`src/rtl/imem_loader_pkg.sv`:
```
// Shared definitions for the instruction-memory loader: state encoding,
// word width, default depth and the byte-lane insert helper.
package imem_loader_pkg;

    localparam int WORD_W        = 32;
    localparam int DEPTH_DEFAULT = 32;

    typedef enum logic [1:0] {
        ST_IDLE  = 2'd0,
        ST_RECV  = 2'd1,
        ST_WRITE = 2'd2,
        ST_DONE  = 2'd3
    } state_t;

    // Little-endian placement: lane k occupies bits [8k+7:8k].
    function automatic logic [WORD_W-1:0] insert_byte(
        input logic [WORD_W-1:0] word,
        input logic [1:0]        lane,
        input logic [7:0]        value
    );
        logic [WORD_W-1:0] result;
        result = word;
        case (lane)
            2'd0:    result[7:0]   = value;
            2'd1:    result[15:8]  = value;
            2'd2:    result[23:16] = value;
            2'd3:    result[31:24] = value;
            default: result        = word;
        endcase
        return result;
    endfunction

endpackage

```
`src/rtl/imem_loader.sv`:
```
// Streams a little-endian byte program into an instruction memory write
// port, holding the core off fetch while the load is in progress.
module imem_loader
    import imem_loader_pkg::*;
#(
    parameter int DEPTH = DEPTH_DEFAULT,
    parameter int CNT_W = 6
) (
    input  logic              clock,
    input  logic              reset,
    input  logic              start,
    input  logic [CNT_W-1:0]  num_words,
    input  logic              abort,
    input  logic [7:0]        byte_in,
    input  logic              byte_valid,
    output logic              byte_ready,
    output logic [WORD_W-1:0] WriteReg,
    output logic [WORD_W-1:0] WriteData,
    output logic              RegWrite,
    output logic              cpu_hold,
    output logic              busy,
    output logic              done,
    output logic              err
);

    localparam logic [CNT_W:0]   DEPTH_C = (CNT_W+1)'(DEPTH);
    localparam logic [CNT_W-1:0] ONE_C   = {{(CNT_W-1){1'b0}}, 1'b1};

    state_t            state_r, state_nx_s;
    logic [CNT_W-1:0]  word_idx_r, num_r, word_idx_inc_s;
    logic [1:0]        byte_cnt_r;
    logic [WORD_W-1:0] data_r;
    logic              done_r, err_r;
    logic              num_ok_s, accept_s, reject_s, xfer_s, write_s;

    assign num_ok_s       = (num_words != {CNT_W{1'b0}}) && ({1'b0, num_words} <= DEPTH_C);
    assign word_idx_inc_s = word_idx_r + ONE_C;

    // Next-state decode and per-cycle action strobes.
    always_comb begin
        state_nx_s = state_r;
        accept_s   = 1'b0;
        reject_s   = 1'b0;
        xfer_s     = 1'b0;
        write_s    = 1'b0;
        case (state_r)
            ST_IDLE, ST_DONE: begin
                // abort outranks start, so a simultaneous request is dropped
                if (start && !abort) begin
                    if (num_ok_s) begin
                        accept_s   = 1'b1;
                        state_nx_s = ST_RECV;
                    end else begin
                        reject_s   = 1'b1;
                    end
                end else begin
                    state_nx_s = state_r;
                end
            end
            ST_RECV: begin
                if (abort) begin
                    state_nx_s = ST_IDLE;
                end else if (byte_valid) begin
                    xfer_s = 1'b1;
                    if (byte_cnt_r == 2'd3) begin
                        state_nx_s = ST_WRITE;
                    end else begin
                        state_nx_s = ST_RECV;
                    end
                end else begin
                    state_nx_s = ST_RECV;
                end
            end
            ST_WRITE: begin
                if (abort) begin
                    state_nx_s = ST_IDLE;
                end else begin
                    write_s = 1'b1;
                    if (word_idx_inc_s == num_r) begin
                        state_nx_s = ST_DONE;
                    end else begin
                        state_nx_s = ST_RECV;
                    end
                end
            end
            default: state_nx_s = ST_IDLE;
        endcase
    end

    // State, counters, word assembly and sticky status flags.
    always_ff @(posedge clock) begin
        if (reset) begin
            state_r    <= ST_IDLE;
            word_idx_r <= {CNT_W{1'b0}};
            num_r      <= {CNT_W{1'b0}};
            byte_cnt_r <= 2'd0;
            data_r     <= {WORD_W{1'b0}};
            done_r     <= 1'b0;
            err_r      <= 1'b0;
        end else begin
            state_r <= state_nx_s;
            if (accept_s) begin
                num_r      <= num_words;
                word_idx_r <= {CNT_W{1'b0}};
                byte_cnt_r <= 2'd0;
                data_r     <= {WORD_W{1'b0}};
                done_r     <= 1'b0;
                err_r      <= 1'b0;
            end else if (reject_s) begin
                err_r  <= 1'b1;
                done_r <= 1'b0;
            end else if (xfer_s) begin
                data_r     <= insert_byte(data_r, byte_cnt_r, byte_in);
                byte_cnt_r <= byte_cnt_r + 2'd1;
            end else if (write_s) begin
                word_idx_r <= word_idx_inc_s;
                if (word_idx_inc_s == num_r) begin
                    done_r <= 1'b1;
                end
            end
        end
    end

    // The strobe is gated by reset and abort so a pending write never escapes.
    assign RegWrite   = write_s && !reset;
    assign byte_ready = (state_r == ST_RECV);
    assign busy       = (state_r == ST_RECV) || (state_r == ST_WRITE);
    assign cpu_hold   = busy;
    assign done       = done_r;
    assign err        = err_r;
    assign WriteReg   = {{(WORD_W-CNT_W){1'b0}}, word_idx_r};
    assign WriteData  = data_r;

endmodule

```
`config.mk`:
```
export PLATFORM = sky130hd
export DESIGN_NAME = imem_loader
export DESIGN_NICKNAME = d
export VERILOG_FILES = /design/src/rtl/imem_loader_pkg.sv /design/src/rtl/imem_loader.sv
export SDC_FILE = /design/constraint.sdc
export NUM_CORES = 1
export LEC_CHECK = 0
export BUFFER_PORTS_ARGS = -buffer_cell sky130_fd_sc_hd__buf_2
export CORE_ASPECT_RATIO = 0.6
export CORE_MARGIN = 10
export CORE_UTILIZATION = 54
export CTS_CLUSTER_SIZE = 40
export DETAILED_ROUTE_END_ITERATION = 10
export GPL_ROUTABILITY_DRIVEN = 0
export PLACE_DENSITY = 0.95
export SLEW_MARGIN = 0
export SYNTH_ARGS = -nofsm -noshare
export SYNTH_HDL_FRONTEND = slang
export SYNTH_SLANG_ARGS = --single-unit
```
`constraint.sdc`:
```
create_clock -name clock -period 3.7 [get_ports clock]
set_clock_uncertainty 0.05 [all_clocks]
set_input_delay 0.74 -clock clock [delete_from_list [all_inputs] [get_ports clock]]
set_output_delay 0.74 -clock clock [all_outputs]
set_load 0.01 [all_outputs]
```
# Yosys cells after proc, flatten, opt, wreduce, memory -nomap -nowiden
# Cells that the tools add are included.
[classes]
n_addsub = 2
magnitude_cmp = 1
eq_ne = 9
mux = 19
bitwise_logic = 2
reduce_logical = 20
[op_table]
columns = ["operator", "n"]
rows = [
  ["$reduce_and 3->1", 6],
  ["$mux 2", 7],
  ["$mux 1", 11],
  ["$eq 2x2->1 const B", 4],
  ["$add 6x1->6 const B", 1],
  ["$eq 6x6->1", 1],
  ["$le 6x6->1 const B", 1],
  ["$pmux 2 s3", 1],
  ["$reduce_bool 6->1", 1],
  ["$eq 2x1->1 const B", 2],
  ["$logic_not 2->1", 2],
  ["$ne 2x2->1 const B", 2],
  ["$reduce_and 2->1", 2],
  ["$reduce_or 2->1", 2],
  ["$logic_and 1x1->1", 3],
  ["$reduce_or 3->1", 1],
  ["$add 2x1->2 const B", 1],
  ["$logic_not 1->1", 2],
  ["$not 1->1", 2],
  ["$logic_or 1x1->1", 1],
]
[totals]
ff_bits = 50
in_bits = 19
output_inout_bits = 70
wordCells = 63

# Depth between registers and ports, before layout
# Gate-level depths: netlist of run 1.
[depth]
ltp_word = 7
mapped_depth = 9
mapped_depth_nobuf = 7

# Least setup slack after synthesis of run 1
# Ideal clock, no wire load.
[synth_path]
path_type = "input-to-reg"
startpoint = "input port num_words[1]"
endpoint = "register data_r[0] (netlist: WriteData[0])"
setup_time_ns = 0.125
arrival_time_ns = 2.163
required_ns = 3.525
slack_ns = 1.362
path_stages = 5
n_path_buf = 0
path_cell_list = "or4_4 o21a_1 o21ai_2 nand3_2 mux2i_1"
[synth_via]
elab_chain_len = 7
elab_cells_between_ends = 12
cone_classes = "order compare (1); mux (6); bitwise (1); reduce/logical (4)"
[synth_rtl]
columns = ["item", "line_no", "text"]
rows = [
  ["start, declared", "imem_loader.sv:12", "input logic [CNT_W-1:0] num_words,"],
  ["$le 6x6->1 / $reduce_bool 6->1 (equally long branches)", "imem_loader.sv:36", "assign num_ok_s = (num_words != {CNT_W{1'b0}}) && ({1'b0, num_words} <= DEPTH_C);"],
  ["$logic_and 1x1->1 (*)", "imem_loader.sv:36", ""],
  ["$mux 1", "imem_loader.sv:50", "if (num_ok_s) begin"],
  ["$mux 1", "imem_loader.sv:49", "if (start && !abort) begin"],
  ["$mux 1", "imem_loader.sv:46", "case (state_r)"],
  ["$not 1->1 (no line)", "-", ""],
  ["$reduce_and 3->1 (no line)", "-", ""],
  ["end signal, assigned", "imem_loader.sv:97", "data_r <= {WORD_W{1'b0}};"],
  ["end signal, assigned", "imem_loader.sv:106", "data_r <= {WORD_W{1'b0}};"],
  ["end signal, assigned", "imem_loader.sv:113", "data_r <= insert_byte(data_r, byte_cnt_r, byte_in);"],
  ["end, declared", "imem_loader.sv:32", "logic [WORD_W-1:0] data_r;"],
]
# Every way passes the cells marked *; elsewhere a longest branch is shown, timed or not.
# A chain may end at the register's enable or synchronous reset.

# Final worst setup path of run 1
[layout_path]
startpoint = "input port num_words[1]"
endpoint = "register data_r[28] (netlist: WriteData[28])"
# The elaborated chain is that of the path after synthesis.

==> impl_metrics.tcl, run 1 <==
set metrics [dict create \
    fin_tns_setup_ps 0 \
    n_fill_cell 384 \
    yosysWarningCount 0 \
    rr_worst_depth 8 \
    ctsHoldBuffers 0 \
    first_pass_iters 4 \
    cts_made_buffers 5 \
    antenna_found_initial 0 \
    critical_path.cell_chain "buf_2 > or4_4 > o21ai_4 > nand3_2 > nand3b_1 > mux2i_1" \
    final_cell_area_um2 3000 \
    min_to "err$_SDFFE_PP0P_" \
    r2r_slack_ps 1190 \
    cp-end-kind "register" \
    final_nets 354 \
    track_usage_pct 15.9 \
    rsz0062_at_grt "false" \
    critical_path.top_delay_family "simple AND/OR/NAND/NOR gates" \
    grt_pass1_wl_um 10400 \
    regArea_um2 1000 \
    r2r_start "state_r[0]$_SDFFE_PP0P_" \
    peakVddDrop_uv 319 \
    finalWorstSetupSlack_ps 1050 \
    cp_num_cells 6 \
    critPathBufInv 1 \
    max-cap-violations 0 \
    grt.overflow.total 0 \
    use_met2_pct 23.9 \
    worstReg2RegEnd "WriteData[28]$_SDFFE_PP0P_" \
    htreeDepth 2 \
    tightest_slew_ps 635 \
    die_h_um 74.2 \
    synth_most_common_cell "dfxtp_1" \
    hold_path.class "register to register" \
    holdPathStages 2 \
    viasPerCell 5.44 \
    drtIter0Drc 237 \
    fp.coreArea_um2 4660 \
    fmax_ghz 0.377 \
    p_per_area_nw_per_um2 374 \
    antennaDiodeCount 0 \
    synthesis.area_um2 2650 \
    grt_busiest_layer "met2" \
    synth_edf_count 0 \
    numClockSinks 50 \
    synth-async-reset-ratio_pct 0 \
    crit_arrival_ps 2790 \
    synth_common_cells "dfxtp_1, nand3b_1, mux2i_1" \
    finalHoldViolations 0 \
    fin_util_pct 64.4 \
    hold_ws_ps 417 \
    min_period_ps 2650 \
    grt_max_degree 54 \
    ys_top_cells_by_area "dfxtp_1, mux2i_1, nand3b_1, buf_4, ha_1" \
    dpl.hpwl_um 5270 \
    max_slew_margin_pct 57.6 \
    hp-start "err$_SDFFE_PP0P_" \
    grt.met3_usage_pct 5.52 \
    portBuffers 62 \
    ant_nets 0 \
    start_util_pct 56.8 \
    path_class "input port to register" \
    cts_resized 0 \
    critPathSlowestCell "or4_4" \
    p_leak_nw 1.48 \
    seq_area_frac_synth_pct 37.8 \
    cts_setup_buffers 0 \
    drv_slew 0 \
    setup_violations 0 \
    fin_crit_sh_pct 71.7 \
    crit_path_max_incr_delay_ps 570 \
    ys_seq_elements 50 \
    yosysTopAreaCell "dfxtp_1" \
    vias 2131 \
    place_area_um2 2860 \
    chipWidth_um 110 \
    wirelength_um 6920 \
    drc 0 \
    root_buffer "clkbuf_8" \
    synthFlopType "dfxtp_1" \
    grt_pass1_vias 2073 \
    pin_count 89 \
    crit_path_start_kind "input port" \
    num_rows 19 \
    synth_cells 271 \
    cts_tree "done" \
    clockBufferDepth 2 \
    worst-path-max-fanout 29 \
    status "finished clean" \
    routedWlPerCell_um 17.7 \
    post_synth_num_cell_types 41 \
    crit_required_ps 3830 \
    use_met1_pct 21.4 \
    syn_avg_cell_area_um2 9.76 \
    die_area_um2 8190 \
    clock_latency_ps 310 \
    multi_input_area_um2 1430 \
    syn_to_final_growth_pct 13.4 \
    yosysTopAreaCellShare_pct 37.8 \
    pre_cts_slack_ps 758 \
    clkSlewWorstSetupHoldPaths_ps 100 \
    drive_gt1_share_pct 25.2 \
]
-- worst min-delay path: cells and delay by family, from the launching register on --
family           cells  cell delay (ps)
DFF                  1              330
and+or+nand+nor      2              100
-- worst max path at each step --
| stage | startpoint | to | slack, ps |
|---|---|---|---|
| global route | num_words[1] | WriteData[31]$_SDFFE_PP0P_ | 910 |
| detailed placement | num_words[1] | WriteData[30]$_SDFFE_PP0P_ | 760 |
| CTS | num_words[1] | WriteData[31]$_SDFFE_PP0P_ | 1080 |
| global placement | num_words[1] | WriteData[21]$_SDFFE_PP0P_ | 830 |
| finish | num_words[1] | WriteData[28]$_SDFFE_PP0P_ | 1050 |
| floorplan | num_words[1] | WriteData[0]$_SDFFE_PP0P_ | 1360 |
-- area by class of cell --
class                      count  share of cell area, %
multi-input combinational    201                   47.5
clock buffer                   6                   2.75
clock inverter                 2                   2.00
tap                           63                   2.63
sequential                    50                   33.4
inverter                       5                  0.626
timing repair buffer          65                   11.1
-- metal layers --
layer / share of wire, % / vias to the layer above
met2: 45 / 79
met1: 45 / 1024
met3: 8.7 / 8
met5: 0 / -
met4: 1.1 / 0
li1: - / 1020
-- registers in the layout (all words and copies together) (netlist names) --
register    cells
WriteData      32
byte_cnt_r      2
done            1
err             1
num_r           6
state_r         2
word_idx_r      6
-- cells by family (layout without fill, tap and decap cells) --
group	after synthesis	in the layout	synth area share, %
AO/OA/AOI/OAI	33	33	8.18
XOR/XNOR	6	6	1.99
adder cells (fa/ha/maj)	7	7	3.31
buffers and inverters	45	78	11.8
flip-flops	50	50	37.8
multiplexers	38	38	14.4
other	1	26	0.142
AND/OR/NAND/NOR	91	91	22.3
-- metrics by stage --
step / power (mW) / instances
after floorplan: 0.648 / 296
after detailed placement: 0.655 / 384
final: 1.12 / 392
after CTS: 1.12 / 392
after global routing: 1.15 / 392
after global placement: 0.653 / 384
-- power by group --
group	internal [mW]	leakage [nW]	switching (mW)	total (mW)
registers	0.543	0.403	0.00384	0.547
clock network	0.288	0.0714	0.186	0.475
logic	0.0339	1.00	0.0664	0.100
-- placed cells by master (no fill, tap or decap), types with 2 or more instances in the layout --
| cell | Yosys | final |
|---|---|---|
| buf_4 | 28 | 3 |
| mux2i_1 | 38 | 38 |
| inv_1 | 5 | 5 |
| o32ai_1 | 2 | 2 |
| buf_2 | 1 | 62 |
| a21oi_1 | 12 | 12 |
| conb_1 | 1 | 26 |
| nand2b_1 | 5 | 5 |
| or3_1 | 3 | 3 |
| xor2_1 | 4 | 4 |
| xnor2_1 | 2 | 2 |
| dfxtp_1 | 50 | 50 |
| clkbuf_8 | 0 | 6 |
| nand4_1 | 3 | 3 |
| nor2_1 | 13 | 13 |
| bufinv_16 | 0 | 2 |
| nand3_2 | 4 | 4 |
| nand3_1 | 6 | 6 |
| o21ai_0 | 8 | 8 |
| ha_1 | 7 | 7 |
| nand2_1 | 6 | 6 |
| nand3b_1 | 41 | 41 |
| nor3_1 | 3 | 3 |
(Power assumes the default switching activity.)
==> inputs of run 2 (changes only) <==
--- a/config.mk
+++ b/config.mk
@@ -5,14 +5,15 @@
 export SDC_FILE = /design/constraint.sdc
 export NUM_CORES = 1
 export LEC_CHECK = 0
+export ABC_AREA = 1
 export BUFFER_PORTS_ARGS = -buffer_cell sky130_fd_sc_hd__buf_2
 export CORE_ASPECT_RATIO = 0.6
 export CORE_MARGIN = 10
-export CORE_UTILIZATION = 54
+export CORE_UTILIZATION = 49
 export CTS_CLUSTER_SIZE = 40
 export DETAILED_ROUTE_END_ITERATION = 10
 export GPL_ROUTABILITY_DRIVEN = 0
-export PLACE_DENSITY = 0.95
+export PLACE_DENSITY = 0.89
 export SLEW_MARGIN = 0
 export SYNTH_ARGS = -nofsm -noshare
 export SYNTH_HDL_FRONTEND = slang
==> constraint.sdc (replaced) <==
create_clock -name clock -period 2.52 [get_ports clock]
set_clock_uncertainty 0.05 [all_clocks]
set_input_delay 0.504 -clock clock [delete_from_list [all_inputs] [get_ports clock]]
set_output_delay 0.504 -clock clock [all_outputs]
set_load 0.01 [all_outputs]
==> impl_metrics.tcl, run 2 <==
set metrics [dict create \
    viasPerCell 4.87 \
    yosysTopAreaCellShare_pct 41.2 \
    max_slew_margin_pct 63.3 \
    syn_to_final_growth_pct 14.6 \
    synth_cells 328 \
    fmax_ghz 0.482 \
    ctsHoldBuffers 0 \
    multi_input_area_um2 1120 \
    grt_max_degree 30 \
    portBuffers 62 \
    synth_top_family_by_area "simple AND/OR/NAND/NOR gates" \
    ys_seq_elements 50 \
    synth_compound_area_share_pct 15.1 \
    yosysTopAreaCell "dfxtp_1" \
    clkSlewWorstSetupHoldPaths_ps 90 \
    antennaDiodeCount 0 \
    vias 2198 \
    crit_path_max_incr_delay_ps 340 \
    synth_common_cells "nand2_1, dfxtp_1, a21oi_1" \
    antenna_found_initial 0 \
    critical_path.top_delay_family "simple AND/OR/NAND/NOR gates" \
    synth_xor_area_share_pct 1.03 \
    hold_path.class "input port to register" \
    ys_top_cells_by_area "dfxtp_1, a21oi_1, buf_4, nand2_1, nand3_1" \
    drv_slew 0 \
    track_usage_pct 15.5 \
    cts_tree "done" \
    htreeDepth 2 \
    p_clk_share_pct 35.6 \
    final_nets 413 \
    status "finished clean" \
    regArea_um2 1000 \
    final_common_cell "buf_2" \
    crit_path_start_kind "register" \
    cp-end-kind "register" \
    post_synth_num_cell_types 26 \
    tightest_slew_ps 550 \
    routedWlPerCell_um 14.3 \
    start_util_pct 51.9 \
    ant_nets 0 \
    worst-path-max-fanout 29 \
    instances_no_fill 451 \
    grt_pass1_wl_um 10500 \
    synth-async-reset-ratio_pct 0 \
    dp.cells 443 \
    drive_gt1_share_pct 22.4 \
    max-cap-violations 0 \
    numClockSinks 50 \
    grt_pass1_vias 2108 \
    synthSimpleGateAreaFrac_pct 22.5 \
    most-common-layout-cells "buf_2, nand2_1, dfxtp_1, a21oi_1, nand3_1" \
    seq_area_frac_synth_pct 41.2 \
    internal_power_mw 1.13 \
    seq_power_share_pct 53.5 \
    root_buffer "clkbuf_8" \
    critical_path.cell_chain "inv_1 > ha_1 > inv_2 > nor2_1 > inv_2 > nor2_4 > nor2_2 > buf_4 > nand2_2 > nand2_1 > a21oi_1" \
    cts_resized 0 \
    synthFlopType "dfxtp_1" \
    p_sw_share_pct 25.5 \
    num_rows 19 \
    peakVddDrop_uv 212 \
    p_sw_uw 386 \
    synthAdderAreaFrac_pct 3.60 \
    p_per_area_nw_per_um2 544 \
    largest_reg_flops 32 \
    drtIter0Drc 184 \
    fin_crit_sh_pct 82.3 \
    min_period_ps 2070 \
    critPathBufInv 4 \
    grt.overflow.total 0 \
    dpl.hpwl_um 5140 \
    crit_arrival_ps 2250 \
    synth_most_common_cell "nand2_1" \
    syn_avg_cell_area_um2 7.41 \
    p_comb_share_pct 10.9 \
    n_fill_cell 446 \
    fin_tns_setup_ps 0 \
    setup_violations 0 \
    cpMostUsedCell "inv_2" \
    first_pass_iters 6 \
    pin_count 89 \
    synthesis.area_um2 2430 \
    p_leak_nw 1.31 \
    finalHoldViolations 0 \
    cts_setup_buffers 0 \
    die_h_um 74.6 \
    drc 0 \
    cts_made_buffers 5 \
    crit_required_ps 2690 \
    yosysWarningCount 0 \
    chipWidth_um 111 \
    critPathSlowestCell "dfxtp_1" \
    path_class "register to register" \
    die_area_um2 8270 \
    synth_edf_count 0 \
    clock_latency_ps 300 \
    synth.area.mux_share_pct 0 \
    wirelength_um 6450 \
    fp.coreArea_um2 4680 \
    clockBufferDepth 2 \
    rsz0062_at_grt "false" \
    finalPower_mw 1.52 \
]
run 2: cell types whose count changed after synthesis, sizes merged, moves of 11 or more:
cell,delta
inv,+32
nand3,+28
a21oi,+34
o21ai,+11
nand2,+54
mux2i,-38
nand3b,-41
run 2: per-layer routing:
metal | share of wire [%] | vias up | global-route usage, %
li1 | - | 1124 | -
met1 | 43 | 975 | 19.8
met2 | 44 | 92 | 23.3
met3 | 12 | 7 | 6.51
met4 | 1.1 | 0 | 4.74
met5 | 0 | - | 0
run 2: final cells by class:
cell class / count / share of cell area, %
tap: 63 / 2.83
inverter: 37 / 4.99
sequential: 50 / 35.9
clock buffer: 8 / 3.95
timing repair buffer: 65 / 11.9
multi-input combinational: 228 / 40.3
run 2: path summary, 6_finish.rpt:
check             cells after the start                         end                       start  slack [ps]
hold / removal                        2     state_r[1]$_SDFFE_PP0P_                       reset         340
hold reg to reg                       2  WriteData[19]$_SDFFE_PP0P_  WriteData[19]$_SDFFE_PP0P_         410
setup / recovery                     11  WriteData[17]$_SDFFE_PP0P_     state_r[0]$_SDFFE_PP0P_         450
setup reg to reg                     11  WriteData[17]$_SDFFE_PP0P_     state_r[0]$_SDFFE_PP0P_         450
run 2: power groups by stage:
stage	Combinational (mW)	Sequential (mW)	Clock (mW)
final	0.165	0.811	0.539
after global placement	0.157	0.829	0
after detailed placement	0.162	0.830	0
after CTS	0.162	0.811	0.548
after floorplan	0.139	0.830	0
after global routing	0.187	0.813	0.582
run 2: per-stage QoR:
step                      area [µm²]  setup slack [ps]  utilization, %  hold WS, ps
final                           2790               447            59.5          344
after global routing            2790               260            59.5          344
after CTS                       2790               450            59.5          331
after detailed placement        2680               449            57.1          403
after global placement          2680               543            57.1          397
after floorplan                 2520               732               -          393
run 2: kinds of logic after synthesis:
kind of cell / after synthesis
xor+xnor: 2
fa+ha+maj: 7
flops: 50
simple gates: 122
compound gates: 71
buf+inv: 75
other cells: 1
